### config.mk
export PLATFORM = sky130hd
export DESIGN_NAME = id_ex_stage
export DESIGN_NICKNAME = d
export VERILOG_FILES = /design/src/rtl/riscv_pkg.sv /design/src/rtl/id_ex_stage_hazard_unit.sv /design/src/rtl/id_ex_stage.sv
export SDC_FILE = /design/constraint.sdc
export NUM_CORES = 1
export LEC_CHECK = 0
export BUFFER_PORTS_ARGS = -buffer_cell sky130_fd_sc_hd__buf_2
export CORE_AREA = 2 2 130 132
export CTS_BUF_LIST = sky130_fd_sc_hd__clkbuf_4 sky130_fd_sc_hd__clkbuf_8
export CTS_CLUSTER_SIZE = 25
export DETAILED_ROUTE_END_ITERATION = 6
export DIE_AREA = 0 0 132 134
export PLACE_DENSITY = 0.74
export SYNTH_ARGS = -nofsm -noshare
export SYNTH_HDL_FRONTEND = slang
export SYNTH_SLANG_ARGS = --single-unit
export TNS_END_PERCENT = 100
### constraint.sdc
create_clock -name clk -period 1.4 [get_ports clk]
set_input_delay 0.07 -clock clk [delete_from_list [all_inputs] [get_ports clk]]
set_output_delay 0.07 -clock clk [all_outputs]
set_load 0.03 [all_outputs]
### src/rtl/riscv_pkg.sv
// Shared types and constants for the ID/EX pipeline slice.
package riscv_pkg;

    localparam int unsigned DRAIN_CYCLES_DEF = 3;
    localparam int unsigned REG_IDX_W        = 5;

    // RV32I major opcodes consumed by the decoder feeding this stage
    localparam logic [6:0] OPC_LOAD   = 7'b0000011;
    localparam logic [6:0] OPC_STORE  = 7'b0100011;
    localparam logic [6:0] OPC_OP     = 7'b0110011;
    localparam logic [6:0] OPC_OP_IMM = 7'b0010011;
    localparam logic [6:0] OPC_BRANCH = 7'b1100011;
    localparam logic [6:0] OPC_JAL    = 7'b1101111;
    localparam logic [6:0] OPC_JALR   = 7'b1100111;
    localparam logic [6:0] OPC_SYSTEM = 7'b1110011;

    // Decoded control bundle travelling with each instruction
    typedef struct packed {
        logic       alu_src;
        logic       mem_to_reg;
        logic       reg_write;
        logic       mem_read;
        logic       mem_write;
        logic [1:0] alu_op;
        logic       branch;
        logic       jump;
        logic       jump_reg;
        logic       halt;
    } ctrl_t;

    typedef enum logic [1:0] {
        RUN    = 2'd0,
        DRAIN  = 2'd1,
        HALTED = 2'd2
    } halt_state_t;

endpackage

### src/rtl/id_ex_stage_hazard_unit.sv
// Load-use hazard comparator: a load in EX whose destination feeds the instruction in ID.
module hazard_unit
    import riscv_pkg::*;
(
    input  logic                 ex_valid,
    input  logic                 ex_mem_read,
    input  logic [REG_IDX_W-1:0] ex_rd,
    input  logic                 id_valid,
    input  logic [REG_IDX_W-1:0] id_rs1,
    input  logic [REG_IDX_W-1:0] id_rs2,
    output logic                 load_use_c
);

    // x0 is never a real producer, so it cannot create a dependency
    always_comb begin
        load_use_c = ex_valid && ex_mem_read && (ex_rd != '0) && id_valid &&
                     ((ex_rd == id_rs1) || (ex_rd == id_rs2));
    end

endmodule

### src/rtl/id_ex_stage.sv
// ID/EX pipeline register with bubble/flush handling and halt drain FSM.
// Build option: define ID_EX_HAZARD_DETECT_EN to enable load-use stall detection.
module id_ex_stage
    import riscv_pkg::*;
#(
    parameter int unsigned XLEN         = 32,
    parameter int unsigned DRAIN_CYCLES = DRAIN_CYCLES_DEF
)
(
    input  logic                 clk,
    input  logic                 rst_n,
    input  logic                 id_valid,
    input  logic [XLEN-1:0]      id_pc,
    input  logic [XLEN-1:0]      id_rd1,
    input  logic [XLEN-1:0]      id_rd2,
    input  logic [XLEN-1:0]      id_imm,
    input  logic [REG_IDX_W-1:0] id_rs1,
    input  logic [REG_IDX_W-1:0] id_rs2,
    input  logic [REG_IDX_W-1:0] id_rd,
    input  logic [2:0]           id_funct3,
    input  logic [6:0]           id_funct7,
    input  ctrl_t                id_ctrl,
    input  logic                 flush,
    output logic                 stall_o,
    output logic                 ex_valid,
    output ctrl_t                ex_ctrl,
    output logic [XLEN-1:0]      ex_pc,
    output logic [XLEN-1:0]      ex_rd1,
    output logic [XLEN-1:0]      ex_rd2,
    output logic [XLEN-1:0]      ex_imm,
    output logic [REG_IDX_W-1:0] ex_rs1,
    output logic [REG_IDX_W-1:0] ex_rs2,
    output logic [REG_IDX_W-1:0] ex_rd,
    output logic [2:0]           ex_funct3,
    output logic [6:0]           ex_funct7,
    output logic                 halted_o
);

    localparam int unsigned CNT_W = (DRAIN_CYCLES > 1) ? $clog2(DRAIN_CYCLES) : 1;

    halt_state_t      state_q;
    halt_state_t      state_d;
    logic [CNT_W-1:0] cnt_q;
    logic [CNT_W-1:0] cnt_d;
    logic             hazard_c;
    logic             capture_c;
    logic             halt_enter_c;

`ifdef ID_EX_HAZARD_DETECT_EN
    hazard_unit u_hazard (
        .ex_valid    (ex_valid),
        .ex_mem_read (ex_ctrl.mem_read),
        .ex_rd       (ex_rd),
        .id_valid    (id_valid),
        .id_rs1      (id_rs1),
        .id_rs2      (id_rs2),
        .load_use_c  (hazard_c)
    );
`else
    assign hazard_c = 1'b0;
`endif

    // Halt FSM state and drain counter
    always_ff @(posedge clk or negedge rst_n) begin
        if (!rst_n) begin
            state_q <= RUN;
            cnt_q   <= '0;
        end else begin
            state_q <= state_d;
            cnt_q   <= cnt_d;
        end
    end

    // Next state: enter DRAIN on capturing a valid Halt, count down, then park in HALTED
    always_comb begin
        state_d = state_q;
        cnt_d   = cnt_q;
        case (state_q)
            RUN: begin
                if (halt_enter_c) begin
                    state_d = DRAIN;
                    cnt_d   = CNT_W'(DRAIN_CYCLES - 1);
                end
            end
            DRAIN: begin
                if (cnt_q == '0) begin
                    state_d = HALTED;
                end else begin
                    cnt_d = cnt_q - CNT_W'(1);
                end
            end
            HALTED: begin
                state_d = HALTED;
            end
            default: begin
                state_d = RUN;
                cnt_d   = '0;
            end
        endcase
    end

    // Edge decision: halt activity beats flush, flush beats a load-use stall
    always_comb begin
        capture_c    = 1'b0;
        stall_o      = 1'b0;
        halt_enter_c = 1'b0;
        if (state_q != RUN) begin
            stall_o = 1'b1;
        end else if (flush) begin
            stall_o = 1'b0;
        end else if (hazard_c) begin
            stall_o = 1'b1;
        end else begin
            capture_c    = 1'b1;
            halt_enter_c = id_valid && id_ctrl.halt;
        end
    end

    // Pipeline register; bubbles clear valid and controls but leave data untouched
    always_ff @(posedge clk or negedge rst_n) begin
        if (!rst_n) begin
            ex_valid  <= 1'b0;
            ex_ctrl   <= '0;
            ex_pc     <= '0;
            ex_rd1    <= '0;
            ex_rd2    <= '0;
            ex_imm    <= '0;
            ex_rs1    <= '0;
            ex_rs2    <= '0;
            ex_rd     <= '0;
            ex_funct3 <= '0;
            ex_funct7 <= '0;
        end else if (capture_c) begin
            ex_valid  <= id_valid;
            ex_ctrl   <= id_valid ? id_ctrl : '0;
            ex_pc     <= id_pc;
            ex_rd1    <= id_rd1;
            ex_rd2    <= id_rd2;
            ex_imm    <= id_imm;
            ex_rs1    <= id_rs1;
            ex_rs2    <= id_rs2;
            ex_rd     <= id_rd;
            ex_funct3 <= id_funct3;
            ex_funct7 <= id_funct7;
        end else begin
            ex_valid  <= 1'b0;
            ex_ctrl   <= '0;
        end
    end

    // Registered halted flag, set on the edge the FSM parks in HALTED
    always_ff @(posedge clk or negedge rst_n) begin
        if (!rst_n) begin
            halted_o <= 1'b0;
        end else begin
            halted_o <= (state_d == HALTED);
        end
    end

endmodule

==> impl_metrics.toml <==
[power_and_ir_drop]
p_int_mw = 8.270
swShare = 0.2591
power_density_nw_per_um2 = 995.0
p_comb_frac = 0.163
peakVddDrop_uv = 739.4
pwr-share-seq = 0.472
p_sw_mw = 2.892
pwr-share-clk = 0.365
power.leakage_nw = 5.873

[yosys]
syn_area_um2 = 6370
netlist_instances = 372
ys_seq_area_frac = 0.6678
synth-async-reset-ratio = 1.000
syn_area_per_cell_um2 = 17.12
syn_nets = 541
synthDistinctLibCells = 23
synth_ff_type = "dfrtp_1"
ys_ff_latch = 170
synth_edf_count = 0
synth_warnings = 0

[clock_tree]
insertion_delay_ps = 450
cts_root_buffer = "clkbuf_8"
cts_tree = "yes"
htreeDepth = 4
clkSinkCount = 170
numCtsBuffers = 17
clk_pin_slew_ps = 90
clockBufferDepth = 2

[placed_design]
port_buffers = 334
dp_slack_ps = -131.4
dp_hpwl_um = 12340
gp_congestion = 0.8168

[drt]
wirelength_um = 21970
postRouteAntennaNets = 0
wl_per_cell_um = 19.30
drtPass1Iterations = 6
drc = 0
dr_total_vias = 5464
drtIter0Drc = 177
via_per_inst = 4.801

[floorplanning]
die_area_um2 = 17690
die_w_um = 132
core_area_um2 = 16290
io_pins = 335
die_h_um = 134
row_count = 47
start_util = 0.3910

[global_route]
grtUsageTotal = 0.2264
grt_pass1_wl_um = 31340
antenna_found_initial = 0
grt_max_degree = 43
overflow = 0
grt_pass1_vias = 5926

[finish]
n_antenna_cell = 0
nNetsFinal = 1075
drive_above_1_share = 0.6068
nFillCells = 1034
final_util = 0.6887
syn2layout_area_growth_pct = 76.12

[sta]
fin_crit_ps = 1539
fin_crit_sh = 1.099
worst_slew_pin_slew_ps = 433.0
final_max_slew_viol_count = 0
fmax_mhz = 649.8
clock_skew_ps = 13.23
timing_hold_violations_final = 0
rsz0062_at_grt = "yes"
maxSlewHeadroom = 0.7113
setup_violations = 158
fin_ws_ps = -139.0

[worst_setup_path]
path_cells = "nor3_4, buf_6, buf_4, mux2_2"
critPathBufInv = 2
rrSetupSlack_ps = -140
worstSetupEndpointType = "flip-flop"
critPathLaunchType = "flip-flop"
crit_type = "flip-flop to flip-flop"
critPathArrivalTime_ps = 1870
slowest_delay_ps = 440
crit_slowest_cell = "dfrtp_2"
critPathMaxFanout = 8
critPathRequiredTime_ps = 1730
crit_family = "flip-flops"

[hold_path]
min_path_type = "input pin to asynchronous set/reset pin"

[status]
violations = "setup timing"
status = "complete, but fails checks"

[job]
drv_cap = 0
power groups by stage:
stage	logic [mW]	registers, mW	clock network [mW]
3_3_place_gp	1.30	5.33	0
2_1_floorplan	0.212	5.79	0
4_1_cts	1.71	5.24	4.17
5_1_grt	1.92	5.29	4.37
6_report	1.82	5.27	4.07
3_5_place_dp	1.33	5.34	0
what timing repair did:
action,4_1_cts,5_1_grt
endpoints found under the setup margin,154,158
gates resized for setup,29,85
gates cloned,1,5
hold endpoints to repair,338,0
hold buffers,166,0
setup buffers,2,3
logic make-up (layout without fill, tap and decap cells):
kind of cell,after synthesis,count (layout),share of synthesized area
AOI/OAI and AO/OA,5,5,0.006286
adders and majority gates,1,1,0.001964
buffers and inverters,23,569,0.03143
DFF,170,170,0.6678
muxes,155,155,0.2736
and+or+nand+nor,18,18,0.01886
synthesized netlist by cell type, drive strengths merged (2+ instances only):
cell | n | share of area
clkbuf | 2 | 0.0014
nand2b | 2 | 0.0020
mux2i | 2 | 0.0031
inv | 3 | 0.0018
and3 | 10 | 0.0098
dfrtp | 170 | 0.67
mux2 | 153 | 0.27
buf | 18 | 0.028
stage by stage:
step | total power [mW] | instance area, µm² | setup TNS (ps) | cells | hold WS (ps)
after global routing | 11.57 | 11220 | -21290 | 1138 | 128.7
after detailed placement | 6.672 | 8466 | -11610 | 930 | 19.61
after floorplan | 6.006 | 6464 | -3635 | 372 | -225.6
after global placement | 6.627 | 8466 | -8547 | 930 | 15.27
after CTS | 11.13 | 10750 | -13160 | 1130 | 95.24
final | 11.16 | 11220 | -14810 | 1138 | 118.6
final timing paths:
check,from,cells past startpoint,endpoint
max,state_q[0],4,ex_rd[3]
min,rst_n,2,ex_rs2[4]
max reg2reg,state_q[0],4,ex_rd[3]
min reg2reg,ex_rd2[3],1,ex_rd2[3]
max in group asynchronous,rst_n,3,ex_ctrl[8]
min in group clk,flush,6,ex_ctrl[0]
registers in the layout, summed over array words and instances (netlist names):
register and count:
cnt_q 2, ex_ctrl 11, ex_funct3 3, ex_funct7 7
ex_imm 32, ex_pc 32, ex_rd 5, ex_rd1 32
ex_rd2 32, ex_rs1 5, ex_rs2 5, ex_valid 1
halted_o 1, state_q 2
final cells by class:
type / count / area (µm²) / area share
clock inverters: 12 / 211.5 / 0.01885
clock buffers: 19 / 261.5 / 0.02331
repair buffers: 535 / 3870 / 0.3450
multi-input cells: 179 / 2333 / 0.2080
flip-flops and latches: 170 / 4255 / 0.3793
inverters: 3 / 11.26 / 0.001004
well taps: 220 / 275.3 / 0.02454
worst reg2reg max path, stage by stage, from the launching register on:
cell and delay, ps:
dfrtp_2 440, nor3_4 200, buf_6 210, buf_4 210
mux2_2 370
metal layers:
metal  wire (µm)  track usage  up-vias
met5           0            0        -
met1        8268       0.2488     2712
li1            -            -     2377
met4         997       0.1063        0
met3        1434      0.07067       74
met2       11270       0.4010      301
cell usage in the layout (no fill, tap or decap), types with 2 or more instances in the layout:
cell type / instances
and3_1: 10
buf_12: 8
buf_16: 2
buf_2: 332
buf_4: 13
buf_6: 7
buf_8: 2
bufinv_16: 5
clkbuf_16: 5
clkbuf_8: 19
clkinvlp_4: 2
dfrtp_1: 169
dlygate4sd3_1: 166
inv_1: 3
inv_6: 3
mux2_2: 43
mux2_4: 110
mux2i_1: 2
nand2b_1: 2
Note: power is estimated with default switching activity, not from simulation.
